## src/rtl/mem_arb_pkg.sv

```systemverilog
// mem_arb_pkg: shared types and defaults for the two-port memory arbiter
package mem_arb_pkg;
    typedef enum logic [1:0] {IDLE, ISSUE, WAIT, ACK} state_t;
    typedef enum logic {GNT_IF, GNT_D} gnt_t;
    localparam logic [31:0] DEF_ERR_DATA = 32'hDEADBEEF;
endpackage

```

## src/rtl/mem_arb_rr.sv

```systemverilog
// mem_arb_rr: 2-way round-robin picker; on a tie the port not granted last wins
module mem_arb_rr
    import mem_arb_pkg::*;
(
    input  logic req_if,
    input  logic req_d,
    input  gnt_t last_grant,
    output gnt_t grant
);
    always_comb begin
        grant = (req_if && req_d) ? ((last_grant == GNT_IF) ? GNT_D : GNT_IF)
                                  : (req_d ? GNT_D : GNT_IF);
    end
endmodule

```

## src/rtl/mem_arbiter.sv

```systemverilog
// mem_arbiter: shares one external memory between the fetch port and the data port,
// one access at a time, with busy handshake, timeout and registered read data.
module mem_arbiter
    import mem_arb_pkg::*;
#(
    parameter int          TIMEOUT  = 255,
    parameter logic [31:0] ERR_DATA = DEF_ERR_DATA
) (
    input  logic        clk,
    input  logic        rst,
    input  logic        if_req,
    input  logic [31:0] if_addr,
    output logic [31:0] if_rdata,
    output logic        if_ack,
    output logic        if_stall,
    input  logic        d_re,
    input  logic [3:0]  d_we,
    input  logic [31:0] d_addr,
    input  logic [31:0] d_wdata,
    output logic [31:0] d_rdata,
    output logic        d_ack,
    output logic        d_stall,
    output logic [31:0] mem_addr,
    output logic [31:0] mem_wdata,
    output logic        mem_re,
    output logic [3:0]  mem_we,
    input  logic [31:0] mem_rdata,
    input  logic        mem_busy,
    output logic        bus_err
);
    localparam int CW = $clog2(TIMEOUT + 1);

    state_t        state, state_nxt;
    gnt_t          gnt, last_grant, pick;
    logic [CW-1:0] cnt;
    logic          is_rd, d_wr, d_req, any_req, done;

    assign d_wr     = |d_we;
    assign d_req    = d_re | d_wr;
    assign any_req  = if_req | d_req;
    assign if_stall = if_req & ~if_ack;
    assign d_stall  = d_req & ~d_ack;
    // In WAIT, completion wins over timeout when both happen in the same cycle
    assign done     = (state == WAIT) && (!mem_busy || cnt == CW'(TIMEOUT));

    mem_arb_rr u_rr (
        .req_if     (if_req),
        .req_d      (d_req),
        .last_grant (last_grant),
        .grant      (pick)
    );

    always_comb begin
        state_nxt = state;
        case (state)
            IDLE:    state_nxt = any_req ? ISSUE : IDLE;
            ISSUE:   state_nxt = WAIT;
            WAIT:    state_nxt = done ? ACK : WAIT;
            default: state_nxt = IDLE;
        endcase
    end

    always_ff @(posedge clk or negedge rst) begin
        if (!rst) begin
            state      <= IDLE;
            gnt        <= GNT_IF;
            last_grant <= GNT_IF;
            cnt        <= '0;
            is_rd      <= 1'b0;
            mem_addr   <= '0;
            mem_wdata  <= '0;
            mem_re     <= 1'b0;
            mem_we     <= '0;
            if_rdata   <= '0;
            d_rdata    <= '0;
            if_ack     <= 1'b0;
            d_ack      <= 1'b0;
            bus_err    <= 1'b0;
        end else begin
            state   <= state_nxt;
            mem_re  <= 1'b0;
            mem_we  <= '0;
            if_ack  <= 1'b0;
            d_ack   <= 1'b0;
            bus_err <= 1'b0;
            case (state)
                IDLE: if (any_req) begin
                    gnt        <= pick;
                    last_grant <= pick;
                    mem_addr   <= (pick == GNT_D) ? d_addr : if_addr;
                    mem_wdata  <= (pick == GNT_D) ? d_wdata : mem_wdata;
                    mem_we     <= (pick == GNT_D) ? d_we : 4'b0000;
                    mem_re     <= (pick == GNT_IF) || !d_wr;
                    is_rd      <= (pick == GNT_IF) || !d_wr;
                end
                ISSUE: cnt <= '0;
                WAIT: begin
                    if (!done) cnt <= cnt + 1'b1;
                    if (done) begin
                        if_ack  <= (gnt == GNT_IF);
                        d_ack   <= (gnt == GNT_D);
                        bus_err <= mem_busy;
                        if (is_rd && gnt == GNT_IF) if_rdata <= mem_busy ? ERR_DATA : mem_rdata;
                        if (is_rd && gnt == GNT_D)  d_rdata  <= mem_busy ? ERR_DATA : mem_rdata;
                    end
                end
                default: ;
            endcase
        end
    end
endmodule

```

## config.mk

```make
export PLATFORM = sky130hd
export DESIGN_NAME = mem_arbiter
export DESIGN_NICKNAME = d
export VERILOG_FILES = /design/src/rtl/mem_arb_pkg.sv /design/src/rtl/mem_arb_rr.sv /design/src/rtl/mem_arbiter.sv
export SDC_FILE = /design/constraint.sdc
export NUM_CORES = 1
export LEC_CHECK = 0
export BUFFER_PORTS_ARGS = -buffer_cell sky130_fd_sc_hd__buf_2
export CAP_MARGIN = 20
export CELL_PAD_IN_SITES_DETAIL_PLACEMENT = 1
export CELL_PAD_IN_SITES_GLOBAL_PLACEMENT = 2
export CORE_AREA = 2 2 145 147
export DETAILED_ROUTE_END_ITERATION = 12
export DIE_AREA = 0 0 147 149
export PLACE_DENSITY = 0.87
export REMOVE_ABC_BUFFERS = 1
export SYNTH_ARGS = -nofsm -noshare
export SYNTH_HDL_FRONTEND = slang
export SYNTH_HIERARCHICAL = 1
export SYNTH_SLANG_ARGS = --single-unit
export TNS_END_PERCENT = 5
```

## constraint.sdc

```tcl
create_clock -name clk -period 2.9 [get_ports clk]
set_clock_uncertainty 0.2 [all_clocks]
set_input_delay 0.435 -clock clk [delete_from_list [all_inputs] [get_ports clk]]
set_output_delay 0.435 -clock clk [all_outputs]
set_load 0.02 [all_outputs]
```

### After elaboration in Yosys (flattened, before gate mapping)

Index checks and enable logic that the tools add are counted.

* output and inout port bits: 138
* bits in registers: 148
* word-level logic and storage cells: 63

* add/subtract/negate cells: 1
* bitwise logic cells: 8
* equal/unequal tests: 4
* reductions and logical operators: 16
* multiplexer cells: 21

Operators with widths (count)
* $mux 32: 2
* $pmux 8 s2: 1
* $mux 1: 13
* $mux 4: 3
* $reduce_and 3->1: 3
* $add 8x1->8 const B: 1
* $eq 8x8->1 const B: 1
* $mux 8: 1
* $pmux 2 s3: 1
* $logic_and 1x1->1: 4
* $not 1->1: 4
* $reduce_and 2->1: 2
* $reduce_or 4->1: 1
* $and 1x1->1: 2
* $eq 2x1->1 const B: 1
* $eq 2x2->1 const B: 1
* $logic_not 1->1: 2
* $logic_not 2->1: 1
* $logic_or 1x1->1: 2
* $ne 2x2->1 const B: 1
* $or 1x1->1: 2
* $reduce_bool 2->1: 1

### Depth between registers and ports, before layout

* depth in word-level cells: 8
* mapped depth: 7

### Hierarchy

The synthesis kept the hierarchy.

Modules (own cells, without submodules)
* mem_arbiter: area an instance 6002.0 sq um, sequential area each 3703.6 sq um, instances 1, cells an instance 441
* mem_arb_rr: area an instance 11.3 sq um, sequential area each 0.0 sq um, instances 1, cells an instance 1

### Worst setup path after synthesis

No wires, ideal clock.

* path kind: input port to flip-flop
* start: in d_we[2]
* end: reg mem_addr[25]
* arrival: 2154 ps
* stages: 7
* path buffers: 2
* setup slack: 411 ps
* setup time: 135 ps
* path through: or4_4 -> or2_2 -> a21boi_2 -> buf_2 -> buf_1 -> mux2i_1 -> o21ai_0

* word-level cells in the longest chain between the ends: 5
* elaborated cells between the ends (all ways): 8

RTL lines
* from (decl): RTL line mem_arbiter.sv:17 `input logic [3:0] d_we,`
* $reduce_or 4->1 (*): RTL line mem_arbiter.sv:38 `assign d_wr = |d_we;`
* $or 1x1->1 (*): RTL line mem_arbiter.sv:39 `assign d_req = d_re | d_wr;`
* via d_req: RTL line mem_arbiter.sv:36 `logic is_rd, d_wr, d_req, any_req, done;`
* $mux 1 / $logic_and 1x1->1 (equally long branches): RTL line mem_arb_rr.sv:12, mem_arb_rr.sv:11
* $mux 1 (*): RTL line mem_arb_rr.sv:11 `grant = (req_if && req_d) ? ((last_grant == GNT_IF) ? GNT_D : GNT_IF)`
* via pick: RTL line mem_arbiter.sv:34 `gnt_t gnt, last_grant, pick;`
* $mux 32 (*): RTL line mem_arbiter.sv:90 `mem_addr <= (pick == GNT_D) ? d_addr : if_addr;`
* to (signal assigned): RTL line mem_arbiter.sv:90
* to (decl): RTL line mem_arbiter.sv:23 `output logic [31:0] mem_addr,`

The timed path passes the listed nets; every way through them passes the cells marked *.
A chain may end at the register's enable or synchronous reset.

### Final worst setup path

* start: in d_we[2]
* end: out d_stall

* word-level cells in the longest chain between the ends: 3

RTL lines
* $reduce_or 4->1: RTL line mem_arbiter.sv:38
* $or 1x1->1: RTL line mem_arbiter.sv:39
* via d_req: RTL line mem_arbiter.sv:36
* $and 1x1->1: RTL line mem_arbiter.sv:42 `assign d_stall = d_req & ~d_ack;`
* to (decl): RTL line mem_arbiter.sv:22 `output logic d_stall,`

The timed path passes the listed nets, and every way through them passes these cells.

==> results.txt <==
WHS -> 41.03 ps
share of layout cells above drive strength 1 -> 49.53%
# DRC -> 0
CTS Buf Count -> 17
total grt overflow -> 0
post-synthesis register bit count -> 148
final net count -> 867
outcome -> finished clean
worst hold start -> d_wdata[2]
Synth cell types -> 41
H-tree depth -> 4
Arr. time, crit path -> 1740 ps
DP Cell Count -> 981
type of origin of the critical path -> input port
final hold vios -> 0
EDFF count, synth -> 0
gp weighted congestion -> 0.7526
Reg2Reg Launch Point -> state[0]
initial antenna violation count -> 1
die width -> 147 um
area growth from synthesis to layout -> 38.54%
Hold WC Path Type -> input port to register
setup violators final -> 0
max-slew violation count -> 0
total chip power -> 10040 uW
Synth Flop Type -> dfrtp_1
combinational family with the most area after synthesis -> compound AO/OA/AOI/OAI gates
yosys warns -> 6
Worst Setup End Kind -> primary output
final std cells w/o fill -> 1015
simple-gate share of the synthesized area -> 6.513%
Compound-Gate Fraction of Synth Area -> 15.09%
Period minus WS final -> 2373 ps
drt pass-1 iters -> 4
num rows -> 53
port buffer count -> 274
CTS sink cnt -> 148
CP required -> 2270 ps
leakage power -> 0.004174 uW
Routed WL -> 17240 um
post-synthesis mux area share -> 13.13%
FMAX -> 421.3 MHz
Cell Area, Synth -> 0.006013 mm^2
Critical Path Start -> d_we[2]
Die ar. -> 0.02190 mm^2
syn avg cell area -> 13.60 um^2
RSZ-0062 raised after global routing -> no
Post-Synth Adder-Cell Area -> 0.8323%
peak supply drop -> 0.4925 mV
largest buffer count on any clock path -> 2
Gate Count Post-Synth -> 442
pin count of the biggest net entering global routing -> 58
Setup CP Type -> input port to primary output
Routed Antenna Nets -> 0
Max Cap Viol -> 0
DP HPWL -> 12720 um
Via density -> 4.559
boundary pin count -> 275
number of global-route vias before repair -> 5059
drt initial violations -> 112
crit path max fanout -> 4
ys async rst share -> 100.0%
Initial Util -> 29.25%
placed inst area -> 0.007721 mm^2
CTS root buffer -> clkbuf_16
Worst slew margin -> 55.19%
fin crit share -> 81.84%
setup TNS -> 0 ps
post-route cell area -> 0.008330 mm^2
average wire per standard cell -> 16.99 um
transition time of the tightest slew-check pin -> 669.2 ps
Via Count -> 4627
Die Span Y -> 149 um
CTS tree -> done
clock latency on the worst-skew pair -> 410 ps
Core ar. -> 0.02056 mm^2
register area share after synthesis -> 61.59%
Total GRT Usage -> 16.22%
Synth Area in XOR/XNOR -> 0%
first-pass GRT wire length -> 27610 um
pwr dens -> 1205 mW/mm^2
CTS clk-pin slew, worst paths -> 70 ps
-- worst paths after layout --
check	endpoint	slack (ps)	cells past startpoint
max in group asynchronous	mem_addr[5]	1460	3
hold reg to reg	mem_addr[28]	270	2
hold / removal	mem_wdata[2]	40	2
setup reg to reg	d_rdata[29]	560	6
min in group asynchronous	mem_addr[0]	350	2
setup / recovery	d_stall	530	5
-- cell usage in the layout (no fill, tap or decap), types with 3 or more instances in the layout --
master     count
buf_2        273
dfrtp_1      148
o22a_1        48
nand2_1       45
o21ai_0       39
mux2i_1       32
mux2_4        29
clkbuf_16     17
a22o_1        16
buf_4         13
nor2b_1        7
inv_6          5
and3_2         4
nand2b_1       4
ha_1           4
inv_8          4
nor2_1         3
nand3_1        3
mux2_2         3
o31ai_1        3
-- report_power, final --
| part | internal [uW] | switching [uW] | total, uW |
|---|---|---|---|
| Combinational | 1780 | 2510 | 4280 |
| Clock | 1250 | 969 | 2220 |
| Sequential | 3000 | 536 | 3540 |
-- stage by stage --
step	setup slack, ps	util (%)
5_1_grt	417.8	40.51
6_report	526.6	40.52
3_3_place_gp	271.4	37.56
4_1_cts	520.9	40.51
2_1_floorplan	-505.6	-
3_5_place_dp	238.4	37.56
-- cell usage after synthesis (all sizes together) (3+ instances only) --
| cell | instances | area [um^2] |
|---|---|---|
| o21ai | 40 | 200.2 |
| nand2 | 46 | 188.9 |
| clkbuf | 10 | 37.54 |
| nand2b | 4 | 25.02 |
| dfrtp | 148 | 3704 |
| nand3 | 3 | 15.01 |
| o22a | 48 | 420.4 |
| nor2 | 5 | 18.77 |
| and3 | 4 | 30.03 |
| buf | 15 | 126.4 |
| mux2 | 32 | 469.2 |
| o31ai | 4 | 43.79 |
| nor2b | 7 | 43.79 |
| ha | 4 | 50.05 |
| mux2i | 32 | 320.3 |
| a22o | 16 | 140.1 |
-- layout make-up --
cell class | instances | area, um^2
Fill cell | 2335 | 12230
Clock buffer | 18 | 439.2
Inverter | 2 | 7.507
Tap cell | 275 | 344.1
Antenna cell | 1 | 2.502
Timing Repair Buffer | 290 | 1525
Multi-Input combinational cell | 267 | 2151
Clock inverter | 14 | 157.7
Sequential cell | 148 | 3704
-- kinds of logic after synthesis --
family | after synthesis
fa+ha+maj | 4
compound gates | 120
simple gates | 79
flops | 148
buf+inv | 27
mux | 64
-- layer usage --
metal	up-vias	global-route usage [%]	routed length (um)
li1	2178	-	-
met1	2261	19.97	7301
met2	171	27.09	8430
met3	17	5.046	1230
met4	0	5.769	277
met5	-	0	0
-- critical path, stage by stage --
cell and delay (ps):
buf_2 110, or4_4 580, or2_2 310, nor2b_1 130, buf_2 160
-- state kept, by name (all words and copies together), names as in the netlist, 2 cells and up --
signal and count:
cnt 8, d_rdata 32, if_rdata 32, mem_addr 32, mem_wdata 32, mem_we 4
state 2
-- timing repair --
action,in CTS,in global routing
gates resized for setup,0,0
endpoints found under the hold margin,55,0
setup buffers,0,0
hold buffers,1,0
endpoints found under the setup margin,0,0
(Power assumes the default switching activity.)
